[config.mk]
export PLATFORM = sky130hd
export DESIGN_NAME = npc_lsu
export DESIGN_NICKNAME = d
export VERILOG_FILES = /design/src/rtl/npc_pkg.sv /design/src/rtl/npc_lsu_align.sv /design/src/rtl/npc_lsu.sv
export SDC_FILE = /design/constraint.sdc
export NUM_CORES = 1
export LEC_CHECK = 0
export BUFFER_PORTS_ARGS = -buffer_cell sky130_fd_sc_hd__buf_2
export CAP_MARGIN = 40
export CORE_ASPECT_RATIO = 2
export CORE_MARGIN = 4
export CORE_UTILIZATION = 36
export DETAILED_ROUTE_END_ITERATION = 6
export SLEW_MARGIN = 10
export SYNTH_ARGS = -nofsm -noshare
export SYNTH_HDL_FRONTEND = slang
export SYNTH_SLANG_ARGS = --single-unit
export TNS_END_PERCENT = 5
[constraint.sdc]
create_clock -name clk -period 4.4 [get_ports clk]
set_input_delay 0.88 -clock clk [delete_from_list [all_inputs] [get_ports clk]]
set_output_delay 0.88 -clock clk [all_outputs]
set_load 0.02 [all_outputs]
[src/rtl/npc_pkg.sv]
// Shared definitions for the npc load/store unit: access size codes, FSM
// states and the byte-enable helper.
package npc_pkg;

  localparam logic [1:0] SZ_B = 2'd0;
  localparam logic [1:0] SZ_H = 2'd1;
  localparam logic [1:0] SZ_W = 2'd2;
  localparam logic [1:0] SZ_D = 2'd3;

  typedef enum logic [1:0] {
    S_IDLE = 2'd0,
    S_REQ  = 2'd1,
    S_WAIT = 2'd2,
    S_RESP = 2'd3
  } lsu_state_e;

  // (2^(2^size) - 1) << off, computed on an 8-lane word and trimmed by the caller.
  function automatic logic [7:0] byte_mask(input logic [1:0] size, input logic [2:0] off);
    logic [7:0] base;
    case (size)
      SZ_B:    base = 8'h01;
      SZ_H:    base = 8'h03;
      SZ_W:    base = 8'h0F;
      default: base = 8'hFF;
    endcase
    return base << off;
  endfunction

endpackage

[src/rtl/npc_lsu_align.sv]
// Byte-lane steering for the LSU: store lane placement and mask, load
// extraction with sign/zero extension, and natural-alignment check.
module npc_lsu_align
  import npc_pkg::*;
#(
  parameter int XLEN = 32,
  localparam int NB = XLEN / 8,
  localparam int OFFW = $clog2(NB)
) (
  input  logic [1:0]      size_i,
  input  logic            uns_i,
  input  logic [OFFW-1:0] off_i,
  input  logic [XLEN-1:0] rdata_i,
  input  logic [XLEN-1:0] wdata_i,
  output logic [NB-1:0]   wmask_o,
  output logic [XLEN-1:0] wdata_o,
  output logic [XLEN-1:0] ldata_o,
  output logic            misalign_o
);

  logic [7:0]             mask8;
  logic [XLEN-1:0]        wsh;
  logic [XLEN-1:0]        shifted;
  logic [XLEN-1:0]        kept;
  logic signed [XLEN-1:0] kept_s;
  logic [6:0]             lsh;

  assign mask8   = byte_mask(size_i, 3'(off_i));
  assign wmask_o = mask8[NB-1:0];
  assign wsh     = wdata_i << {off_i, 3'b000};
  assign shifted = rdata_i >> {off_i, 3'b000};

  always_comb begin
    for (int i = 0; i < NB; i++) begin
      wdata_o[8*i +: 8] = wmask_o[i] ? wsh[8*i +: 8] : 8'h00;
    end
  end

  // Push the kept field to the top of the word, then shift back down
  // arithmetically or logically to extend it.
  always_comb begin
    case (size_i)
      SZ_B:    lsh = 7'(XLEN - 8);
      SZ_H:    lsh = 7'(XLEN - 16);
      SZ_W:    lsh = 7'(XLEN - 32);
      default: lsh = 7'd0;
    endcase
  end

  assign kept   = shifted << lsh;
  assign kept_s = kept;

  always_comb begin
    if (uns_i) ldata_o = kept >> lsh;
    else       ldata_o = kept_s >>> lsh;
  end

  always_comb begin
    case (size_i)
      SZ_H:    misalign_o = off_i[0];
      SZ_W:    misalign_o = |off_i[1:0];
      SZ_D:    misalign_o = |off_i;
      default: misalign_o = 1'b0;
    endcase
  end

endmodule

[src/rtl/npc_lsu.sv]
// Load/store unit: one outstanding access, registered valid/ready memory bus
// and a registered writeback response channel.
module npc_lsu
  import npc_pkg::*;
#(
  parameter int XLEN   = 32,
  parameter int ADDR_W = 32
) (
  input  logic                clk,
  input  logic                reset,
  input  logic                req_valid,
  output logic                req_ready,
  input  logic                req_wen,
  input  logic [1:0]          req_size,
  input  logic                req_unsigned,
  input  logic [ADDR_W-1:0]   req_addr,
  input  logic [XLEN-1:0]     req_wdata,
  input  logic [4:0]          req_rd,
  output logic                mem_req_valid,
  input  logic                mem_req_ready,
  output logic                mem_wen,
  output logic [ADDR_W-1:0]   mem_addr,
  output logic [XLEN-1:0]     mem_wdata,
  output logic [XLEN/8-1:0]   mem_wmask,
  input  logic                mem_rsp_valid,
  input  logic [XLEN-1:0]     mem_rdata,
  output logic                rsp_valid,
  input  logic                rsp_ready,
  output logic                rsp_wb,
  output logic [4:0]          rsp_rd,
  output logic [XLEN-1:0]     rsp_data,
  output logic                rsp_err
);

  localparam int NB   = XLEN / 8;
  localparam int OFFW = $clog2(NB);

  lsu_state_e        state_q;
  logic              wen_q;
  logic              uns_q;
  logic [1:0]        size_q;
  logic [OFFW-1:0]   off_q;
  logic              mem_req_valid_q;
  logic              mem_wen_q;
  logic [ADDR_W-1:0] mem_addr_q;
  logic [XLEN-1:0]   mem_wdata_q;
  logic [NB-1:0]     mem_wmask_q;
  logic              rsp_valid_q;
  logic              rsp_wb_q;
  logic [4:0]        rsp_rd_q;
  logic [XLEN-1:0]   rsp_data_q;
  logic              rsp_err_q;

  logic [1:0]        al_size;
  logic              al_uns;
  logic [OFFW-1:0]   al_off;
  logic [NB-1:0]     al_wmask;
  logic [XLEN-1:0]   al_wdata;
  logic [XLEN-1:0]   al_ldata;
  logic              al_misalign;
  logic              illegal;

  // The single aligner sees the incoming request while idle and the
  // latched request while a load response is being collected.
  always_comb begin
    if (state_q == S_IDLE) begin
      al_size = req_size;
      al_uns  = req_unsigned;
      al_off  = req_addr[OFFW-1:0];
    end else begin
      al_size = size_q;
      al_uns  = uns_q;
      al_off  = off_q;
    end
  end

  npc_lsu_align #(.XLEN(XLEN)) u_align (
    .size_i     (al_size),
    .uns_i      (al_uns),
    .off_i      (al_off),
    .rdata_i    (mem_rdata),
    .wdata_i    (req_wdata),
    .wmask_o    (al_wmask),
    .wdata_o    (al_wdata),
    .ldata_o    (al_ldata),
    .misalign_o (al_misalign)
  );

  assign illegal = (XLEN == 32) && (req_size == SZ_D);

  always_ff @(posedge clk or posedge reset) begin
    if (reset) begin
      state_q         <= S_IDLE;
      wen_q           <= 1'b0;
      uns_q           <= 1'b0;
      size_q          <= 2'd0;
      off_q           <= '0;
      mem_req_valid_q <= 1'b0;
      mem_wen_q       <= 1'b0;
      mem_addr_q      <= '0;
      mem_wdata_q     <= '0;
      mem_wmask_q     <= '0;
      rsp_valid_q     <= 1'b0;
      rsp_wb_q        <= 1'b0;
      rsp_rd_q        <= 5'd0;
      rsp_data_q      <= '0;
      rsp_err_q       <= 1'b0;
    end else begin
      case (state_q)
        S_IDLE: begin
          if (req_valid) begin
            wen_q    <= req_wen;
            uns_q    <= req_unsigned;
            size_q   <= req_size;
            off_q    <= req_addr[OFFW-1:0];
            rsp_rd_q <= req_rd;
            if (illegal || al_misalign) begin
              rsp_valid_q <= 1'b1;
              rsp_err_q   <= 1'b1;
              rsp_wb_q    <= 1'b0;
              rsp_data_q  <= '0;
              state_q     <= S_RESP;
            end else begin
              mem_req_valid_q <= 1'b1;
              mem_wen_q       <= req_wen;
              mem_addr_q      <= {req_addr[ADDR_W-1:OFFW], {OFFW{1'b0}}};
              mem_wmask_q     <= req_wen ? al_wmask : '0;
              mem_wdata_q     <= req_wen ? al_wdata : '0;
              state_q         <= S_REQ;
            end
          end
        end
        S_REQ: begin
          if (mem_req_ready) begin
            mem_req_valid_q <= 1'b0;
            state_q         <= S_WAIT;
          end
        end
        S_WAIT: begin
          if (mem_rsp_valid) begin
            rsp_valid_q <= 1'b1;
            rsp_err_q   <= 1'b0;
            rsp_wb_q    <= !wen_q && (rsp_rd_q != 5'd0);
            rsp_data_q  <= wen_q ? '0 : al_ldata;
            state_q     <= S_RESP;
          end
        end
        S_RESP: begin
          if (rsp_ready) begin
            rsp_valid_q <= 1'b0;
            rsp_wb_q    <= 1'b0;
            rsp_err_q   <= 1'b0;
            state_q     <= S_IDLE;
          end
        end
        default: state_q <= S_IDLE;
      endcase
    end
  end

  assign req_ready     = (state_q == S_IDLE);
  assign mem_req_valid = mem_req_valid_q;
  assign mem_wen       = mem_wen_q;
  assign mem_addr      = mem_addr_q;
  assign mem_wdata     = mem_wdata_q;
  assign mem_wmask     = mem_wmask_q;
  assign rsp_valid     = rsp_valid_q;
  assign rsp_wb        = rsp_wb_q;
  assign rsp_rd        = rsp_rd_q;
  assign rsp_data      = rsp_data_q;
  assign rsp_err       = rsp_err_q;

  // A bus response arriving while no load/store is waiting is a protocol error.
  assert property (@(posedge clk) disable iff (reset) mem_rsp_valid |-> state_q == S_WAIT)
    else $error("npc_lsu: mem_rsp_valid while not waiting for a response");

endmodule
-- After elaboration in Yosys (flattened, before gate mapping)
Cells that the tools add are included.
W data, S select, Z words.
- bits of input ports: 111
- register bits: 116
- output and inout bits: 111
- shift-type cells: 6
- muxes and demuxes: 39
- equality and inequality tests: 13
- bitwise operators: 1
- reduce and logical (&&, ||, !) cells: 17
- operators by type and width (operator ; count):
    $mux W32 ; 6
    $pmux W32 S2 ; 1
    $shl A32 B5 Y32 ; 2
    $shr A32 B5 Y32 ; 2
    $mux W8 ; 4
    $sshr A32 B5 Y32 ; 1
    $pmux W8 S3 ; 1
    $mux W2 ; 7
    $mux W1 ; 12
    $reduce_and A4 Y1 ; 3
    $eq A2 B2 Y1 const B ; 5
    $ne A2 B2 Y1 const B ; 5
    $pmux W5 S2 ; 1
    $pmux W1 S3 ; 3
    $pmux W2 S4 ; 1
    $shl A8 B2 Y4 ; 1
    $reduce_and A5 Y1 ; 1
    $reduce_bool A5 Y1 ; 1
    $eq A2 B1 Y1 const B ; 2
    $logic_not A2 Y1 ; 2
    $mux W4 ; 1
    $pmux W1 S2 ; 2
    $reduce_bool A2 Y1 ; 2
    $reduce_or A2 Y1 ; 2
    other kinds (8) ; 8

-- Depth between registers and ports, before layout
Gate-level depths: netlist of the first run.
- word-level depth: 10
- gate-level depth with buffers: 12
- depth with buffers taken out: 8

-- Modules after synthesis
From an unflattened synthesis of the first run, not the netlist that was laid out.
- cell total of the unflattened synthesis: 646
- area total of the unflattened synthesis: 6402.4 µm²
- by module, submodules not included (module ; sequential area each (µm²) ; times used ; area each (µm²) ; cells an instance):
    npc_lsu ; 2902.8 ; 1 ; 5043.6 ; 438
    npc_lsu_align ; 0.0 ; 1 ; 1358.8 ; 208

-- Worst setup path before layout of the first run
OpenSTA, ideal clock, no wires.
- kind: input to register
- start point: input port req_addr[0]
- end point: register rsp_data_q[16] (netlist: rsp_data[16])
- arrival time: 2.462 ns
- setup time: 0.077 ns
- setup slack: 1.861 ns
- data required time: 4.323 ns
- stages: 9
- path buffers: 3
- cell sequence: buf_2 > mux2_1 > buf_2 > nor2_4 > o2bb2ai_1 > o22ai_1 > a211o_1 > buf_2 > o21ai_1
- word-level cells in the longest chain between the ends: 8
- elaborated cells between the ends (all ways): 14
- those cells by class: eq/ne: 1; shift: 4; mux: 6; reduce/logical: 3
- ends and longest elaborated chain (what ; line ; RTL):
    from (decl) ; npc_lsu.sv:16 ; input logic [ADDR_W-1:0] req_addr,
    $mux W2 * ; npc_lsu.sv:66 ; if (state_q == S_IDLE) begin
    $shr A32 B5 Y32 ; npc_lsu_align.sv:31 ; assign shifted = rdata_i >> {off_i, 3'b000};
    $shl A32 B5 Y32 ; npc_lsu_align.sv:50 ; assign kept = shifted << lsh;
    $sshr A32 B5 Y32 / $shr A32 B5 Y32 (equally long branches) ; npc_lsu_align.sv:55, npc_lsu_align.sv:54 ;
    $mux W32 ; npc_lsu_align.sv:54 ; if (uns_i) ldata_o = kept >> lsh;
    $mux W32 ; npc_lsu.sv:144 ; rsp_data_q <= wen_q ? '0 : al_ldata;
    $mux W32 ; npc_lsu.sv:140 ; if (mem_rsp_valid) begin
    $pmux W32 S2 ; npc_lsu.sv:109 ; case (state_q)
    to (signal assigned) ; npc_lsu.sv:144 ;
    to (decl) ; npc_lsu.sv:51 ; logic [XLEN-1:0] rsp_data_q;
Every way passes the cells marked *; elsewhere a longest branch is shown, timed or not. The select of a mux whose other input is x is not followed.
A chain may end at the register's enable or synchronous reset.

-- Worst setup path after layout of the first run
- start point: register state_q[1]
- end point: register rsp_data_q[26] (netlist: rsp_data[26])
- word-level cells in the longest chain between the ends: 10
- elaborated cells between the ends (all ways): 27
- those cells by class: eq/ne: 7; shift: 4; mux: 9; reduce/logical: 7
- ends and longest elaborated chain (what ; line ; RTL):
    from (decl) ; npc_lsu.sv:38 ; lsu_state_e state_q;
    from (signal assigned) ; npc_lsu.sv:93 ; state_q <= S_IDLE;
    from (signal assigned) ; npc_lsu.sv:122 ; state_q <= S_RESP;
    from (signal assigned) ; npc_lsu.sv:129 ; state_q <= S_REQ;
    parallel branches: the longest is 10 deep, another holds $shr A32 B5 Y32 ; -- ;
Several ways; the timed one is not identified. The select of a mux whose other input is x is not followed.

==> impl_results.md, run 1 <==
- # Max-Cap Violations: 0
- R2R cell count: 9
- Critical path's largest stage delay: 0.47 ns
- Max Slew Vio Count: 0
- Post-CTS sizing: 0
- Synth Area in Compound Gates: 16.6%
- Fmax: 300 MHz
- H-tree Lvls: 4
- Sequential area share after synthesis: 50.5%
- Starting DRT DRC Count: 184
- PortBufs: 219
- Top cells by area, synth: dfrtp_1, mux2_2, nand2_1, mux2i_1, o21ai_0
- Cell family with most CP delay: compound AO/OA/AOI/OAI gates
- Gpl congestion: 0.863
- Worst vdd rail ir drop: 0.472 mV
- Synth Warn #: 0
- P_int: 0.00364 W
- Longest Clk Path Bufs: 2
- Fin nets: 881
- CP Cell Sequence: inv_1 -> ha_1 -> buf_4 -> nand2b_1 -> o32ai_2 -> o211ai_1 -> nand4_1 -> a211o_1 -> o21ai_0
- Post-CTS Hold Buffers: 0
- Die Ht: 187 um
- Asr flop ratio synth: 100%
- FF-to-FF Start: state_q[1]$_DFFE_PP0P_
- Synth area leader: dfrtp_1
- Synth Area in Simple Gates: 12.4%
- Utilization after layout: 48.6%
- Setup-failing EPs final: 0
- Routed WL: 18.6 mm
- Post-synthesis register bit count: 116
- CP Buf/Inv Count: 2
- Sw power: 0.00285 W
- Global-route wire length before repair: 29.5 mm
- Setup CP Type: reg2reg
- Synth-to-Final Area Change: 32.8%
- RSZ-0062 raised after global routing: no
- Leading cell types by count after synthesis: nand2_1, dfrtp_1, mux2_2
- Clock sinks: 116
- Clock Latency Late Sink: 0.41 ns
- Final Hold Vio Count: 0
- Cell Pwr Density: 851 nW/um2
- Layout cell share with drive strength beyond 1: 42.3%
- Post-CTS setup buffer count: 0
- Period minus WS final: 3.34 ns
- Total track usage: 20.5%
- Fin crit share: 75.9%
- Post-synthesis mux area share: 15.4%
- CP max FO: 23
- Vias per cell: 5.29
- Ports: 222
- Ys flop type: dfrtp_1
- Largest net degree at the start of global routing: 61
- Sum Neg Setup Slack: 0 ns
- Die Span X: 97.4 um
- Post-route ant nets: 0
- Worst Max-Slew Pin Slew: 0.840 ns
- Critical Path Start Type: flop
- Leakage: 3.85 nW
- Post-synth cell types: 53
- Reg2reg setup slack: 1.06 ns
- Core area: 15700 um2
- Critical path's slowest cell: o32ai_2
- Worst EP required: 4.66 ns
- WHS: 0.414 ns
- Slew HR: 44.0%
- Fill cells: 1492
- Critical path arrival: 3.60 ns
- Count leader, synth: nand2_1
- Cts bufs inserted: 17
- Initial Utilization: 36.6%
- CTS tree: built
- Adder-cell share of the synthesized area: 1.09%
- Syn Area/Cell: 10.4 um2
- # DRC: 0
- Number of synthesized flops with an enable pin: 0
- Vias post-DR: 5182
- Worst r2r dst: rsp_data[26]$_DFFE_PP0P_
- Seq pwr share: 28.3%
- Largest family of logic cells by synthesized area: compound AO/OA/AOI/OAI gates
- Worst Skew: 0.00961 ns
- CP endpoint kind: flop
- Worst setup path start: state_q[1]$_DFFE_PP0P_
- Xor/xnor cell area share of the yosys netlist: 0.152%
- Total congestion overflow: 0
- Net Sw Frac: 43.9%
- Syn Inst Count: 555
- Clock power frac: 21.5%
- DP Wirelength: 14.0 mm
- Vias in the first global route: 5474
- Routed length per instance: 19.0 um
- Core Rows: 65
- Clk root buf: clkbuf_16
- DIE AREA: 18200 um2
- CTS clk-pin slew, worst paths: 0.05 ns
- Pre-antenna DRT Iters: 5
- Synth Cell Area: 5750 um2
- Status: finished clean
- Hold WC Path Type: in2async
- Top cell type's share of synthesized area: 50.5%
- Power share of the combinational group: 50.2%
- Number of antenna violations at the first check in global routing: 1
## cells in the final DEF (no fill, tap or decap), types with 9 or more instances in the layout
cell / n
buf_2: 219
o21ai_1: 13
nand2_1: 125
buf_4: 9
a221oi_1: 9
clkbuf_16: 17
nand3_1: 13
o21ai_0: 40
mux2_2: 47
a22o_1: 15
mux2i_1: 24
a21oi_1: 17
nor2_1: 13
a32o_1: 10
dfrtp_1: 116
## cell families after synthesis
kind of cell,after synthesis
AND/OR/NAND/NOR,168
buffers and inverters,48
flip-flops,116
AO/OA/AOI/OAI,139
multiplexers,77
XOR/XNOR,1
adder cells (fa/ha/maj),5
other,1
## how the worst max path moves through the flow
stage | endpoint | slack (ns) | cells after the start
after floorplan | mem_addr[10]$_DFFE_PP0P_ | 0.45 | 1
after global placement | rsp_data[19]$_DFFE_PP0P_ | 1.15 | 7
after detailed placement | rsp_data[26]$_DFFE_PP0P_ | 1.08 | 9
after CTS | rsp_data[26]$_DFFE_PP0P_ | 1.05 | 9
after global routing | rsp_data[30]$_DFFE_PP0P_ | 0.84 | 9
final | rsp_data[26]$_DFFE_PP0P_ | 1.06 | 9
## registers in the layout, summed over array words and instances (netlist names)
register and flops:
rsp_valid 1, mem_req_valid 1, rsp_wb 1, mem_wen 1, rsp_err 1, mem_wmask 4, uns_q 1, state_q 2
wen_q 1, size_q 2, rsp_rd 5, mem_addr 30, rsp_data 32, mem_wdata 32, off_q 2
## power by group through the flow
stage / Combinational [W] / Clock, W / Sequential [W]
6_report: 0.00326 / 0.00140 / 0.00183
5_1_grt: 0.00354 / 0.00147 / 0.00189
4_1_cts: 0.00328 / 0.00143 / 0.00184
3_5_place_dp: 0.00328 / 0 / 0.00185
3_3_place_gp: 0.00322 / 0 / 0.00182
2_1_floorplan: 0.00175 / 0 / 0.00232
## routing by layer
layer | GRT usage [%] | vias to the layer above | share of wire [%]
li1 | - | 2396 | -
met1 | 21.2 | 2513 | 35
met2 | 37.9 | 231 | 55
met3 | 5.20 | 42 | 6.1
met4 | 10.2 | 0 | 3.5
met5 | 0 | - | 0
## metrics by stage
step	worst slack, ns	cell area (um2)	power [W]	instances
2_1_floorplan	0.448	5750	0.00407	556
3_3_place_gp	1.15	7000	0.00504	946
3_5_place_dp	1.08	7030	0.00513	947
4_1_cts	1.05	7630	0.00655	979
5_1_grt	0.840	7630	0.00690	980
6_report	1.06	7630	0.00649	980
## cell type report
| class | count | area, um2 | share of cell area [%] |
|---|---|---|---|
| Antenna cell | 1 | 2.50 | 0.0328 |
| Timing Repair Buffer | 229 | 1190 | 15.6 |
| Tap cell | 201 | 251 | 3.30 |
| Inverter | 9 | 36.3 | 0.475 |
| Sequential cell | 116 | 2900 | 38.0 |
| Clock inverter | 14 | 161 | 2.12 |
| Multi-Input combinational cell | 392 | 2650 | 34.7 |
| Clock buffer | 18 | 439 | 5.76 |
No activity file was read; power rests on OpenSTA's default activity.
==> run 2: changes to the inputs <==
Clock period 4.4 ns to 2.85 ns, I/O delays scaled along.
==> run 2 against run 1 <==
Core utilization grew 0.73 points. Count of clock-buffer cells in the layout rose by 3. Register-to-register slack got worse by 0.84 ns. Worst setup slack worse by 0.84 ns. Combinational power up 57%. Fmax is 27% higher. Worst hold slack worse by 0.16 ns. Final area increased by 1.5%. Via count is 0.66% higher. Sequential power increased by 54%. Power grew 58%. Critical path type unchanged. Largest power group unchanged.
==> impl_results.md, run 2 (synthesis results as in run 1) <==
- Status: finished clean
- Total congestion overflow: 0 (unchanged)
- Max Slew Vio Count: 0 (unchanged)
- Post-CTS setup buffer count: 0 (unchanged)
- Routed WL: 18.7 mm (+0.57%)
- Die Ht: 187 um (unchanged)
- CP Buf/Inv Count: 4 (+2)
- Commonest non-fill, non-tap cells in the layout: buf_2, nand2_1, dfrtp_1
- Starting DRT DRC Count: 192 (+4.3%)
- Core Rows: 65 (unchanged)
- Longest Clk Path Bufs: 2 (unchanged)
- Ports: 222 (unchanged)
- CP dominant cell by count: buf_12
- Cell family with most CP delay: buffers and inverters
- Synth-to-Final Area Change: 34.8%
- WHS: 0.251 ns (-0.162 ns)
- Tot Pwr: 0.0103 W (+58%)
- Critical path arrival: 2.98 ns (-0.62 ns)
- Commonest non-fill, non-tap cell in the layout: buf_2
- Fmax: 380 MHz (+27%)
- Number of antenna violations at the first check in global routing: 0 (-1)
- Pre-antenna DRT Iters: 5 (unchanged)
- # Max-Cap Violations: 0 (unchanged)
- Leakage: 3.92 nW (+1.6%)
- Vias in the first global route: 5650 (+3.2%)
- CP max FO: 76 (+230%)
- Sum Neg Setup Slack: 0 ns (unchanged)
- Fin nets: 888 (+0.79%)
- Global-route wire length before repair: 29.7 mm (+0.86%)
- Cts bufs inserted: 17 (unchanged)
- Post-CTS Hold Buffers: 0 (unchanged)
- Clk root buf: clkbuf_16
- N_diodes: 0 (-1)
- DIE AREA: 18200 um2 (unchanged)
- Largest net degree at the start of global routing: 77 (+26%)
- RSZ-0062 raised after global routing: no
- Period minus WS final: 2.63 ns (-0.706 ns)
- Setup-failing EPs final: 0 (unchanged)
- Post-route ant nets: 0 (unchanged)
- Clock Latency Late Sink: 0.41 ns (about the same)
- CTS clk-pin slew, worst paths: 0.06 ns (about the same)
- Initial Utilization: 36.6% (unchanged)
- Die Span X: 97.4 um (unchanged)
- Routed length per instance: 19.0 um (about the same)
- Fill cells: 1468 (-1.6%)
- Critical path's largest stage delay: 0.40 ns (-0.07 ns)
- Vias post-DR: 5216 (+0.66%)
- Total track usage: 20.8% (+0.24 points)
- Gpl congestion: 0.899 (+4.1%)
- Slew HR: 54.2% (+10 points)
- PortBufs: 219 (unchanged)
- Worst Max-Slew Pin Slew: 0.685 ns (-0.155 ns)
- Vias per cell: 5.30 (+0.15%)
- Final Hold Vio Count: 0 (unchanged)
- CTS tree: built
- Cell Pwr Density: 1320 nW/um2 (+56%)
- H-tree Lvls: 4 (unchanged)
- Critical path's slowest cell: dfrtp_1
- Critical Path Start Type: flop
- Hold WC Path Type: in2async
- CP Cell Sequence: inv_1 -> ha_1 -> buf_12 -> mux2i_1 -> o211ai_1 -> a21boi_2 -> nand3_4 -> buf_12 -> nor3b_2 -> buf_4 -> a22o_1
- # DRC: 0 (unchanged)
- Fin crit share: 92.4% (+16 points)
- DP Wirelength: 14.3 mm (+1.9%)
- CP endpoint kind: flop
- Layout cell share with drive strength beyond 1: 42.6% (+0.31 points)
- Setup CP Type: reg2reg
- Worst Skew: 0.00707 ns (-0.00254 ns)
- Clock sinks: 116 (unchanged)
- Worst vdd rail ir drop: 0.641 mV (+36%)
- Utilization after layout: 49.4% (+0.73 points)
- Worst EP required: 3.20 ns (-1.46 ns)
- Core area: 15700 um2 (unchanged)
[run 2: cell types whose count changed in the layout (fill, tap and decap cells not counted), sizes merged]
cell      change
buf           +7
bufinv        +2
clkbuf        +3
clkinv        -3
clkinvlp      -2
diode         -1
inv           -1
[run 2: area by class of cell]
cell class | count | area, um2 | area share, %
tap | 201 | 251 | 3.25
timing repair buffer | 236 | 1270 | 16.4
inverter | 9 | 37.5 | 0.485
clock buffer | 21 | 450 | 5.81
multi-input combinational | 392 | 2650 | 34.2
sequential | 116 | 2900 | 37.5
clock inverter | 10 | 180 | 2.33
[run 2: final timing paths]
check | cells after the start | end | slack (ns) | from
min | 2 | rsp_err$_DFFE_PP0P_ | 0.25 | reset
max reg2reg | 11 | mem_wdata[18]$_DFFE_PP0P_ | 0.22 | state_q[1]$_DFFE_PP0P_
max in group asynchronous | 3 | mem_wdata[14]$_DFFE_PP0P_ | 1.92 | reset
min in group clk | 2 | mem_addr[30]$_DFFE_PP0P_ | 0.38 | req_addr[30]
min reg2reg | 2 | rsp_data[26]$_DFFE_PP0P_ | 0.47 | rsp_data[26]$_DFFE_PP0P_
max | 11 | mem_wdata[18]$_DFFE_PP0P_ | 0.22 | state_q[1]$_DFFE_PP0P_
[run 2: repair_timing]
| action | CTS | global route |
|---|---|---|
| setup endpoints to repair | 0 | 12 |
| resized for setup | 0 | 2 |
| hold endpoints to repair | 0 | 0 |
[run 2: metrics by stage]
stage,area [um2],setup slack (ns),cells
after floorplan,5760,0.335,556
after global placement,7110,0.279,954
after detailed placement,7110,0.168,954
after CTS,7740,0.123,985
after global routing,7750,0.0362,985
final,7750,0.218,985
[run 2: power by group]
group | total (W) | switching, W | internal [W]
Clock | 0.00231 | 0.000750 | 0.00156
Sequential | 0.00282 | 0.000452 | 0.00237
Combinational | 0.00512 | 0.00316 | 0.00196
[run 2: routing by layer]
metal,vias up,global-route usage [%],wire (um)
met3,49,5.39,1200
met2,241,38.7,10500
met5,-,0,0
li1,2402,-,-
met1,2524,20.8,6300
met4,0,10.8,665
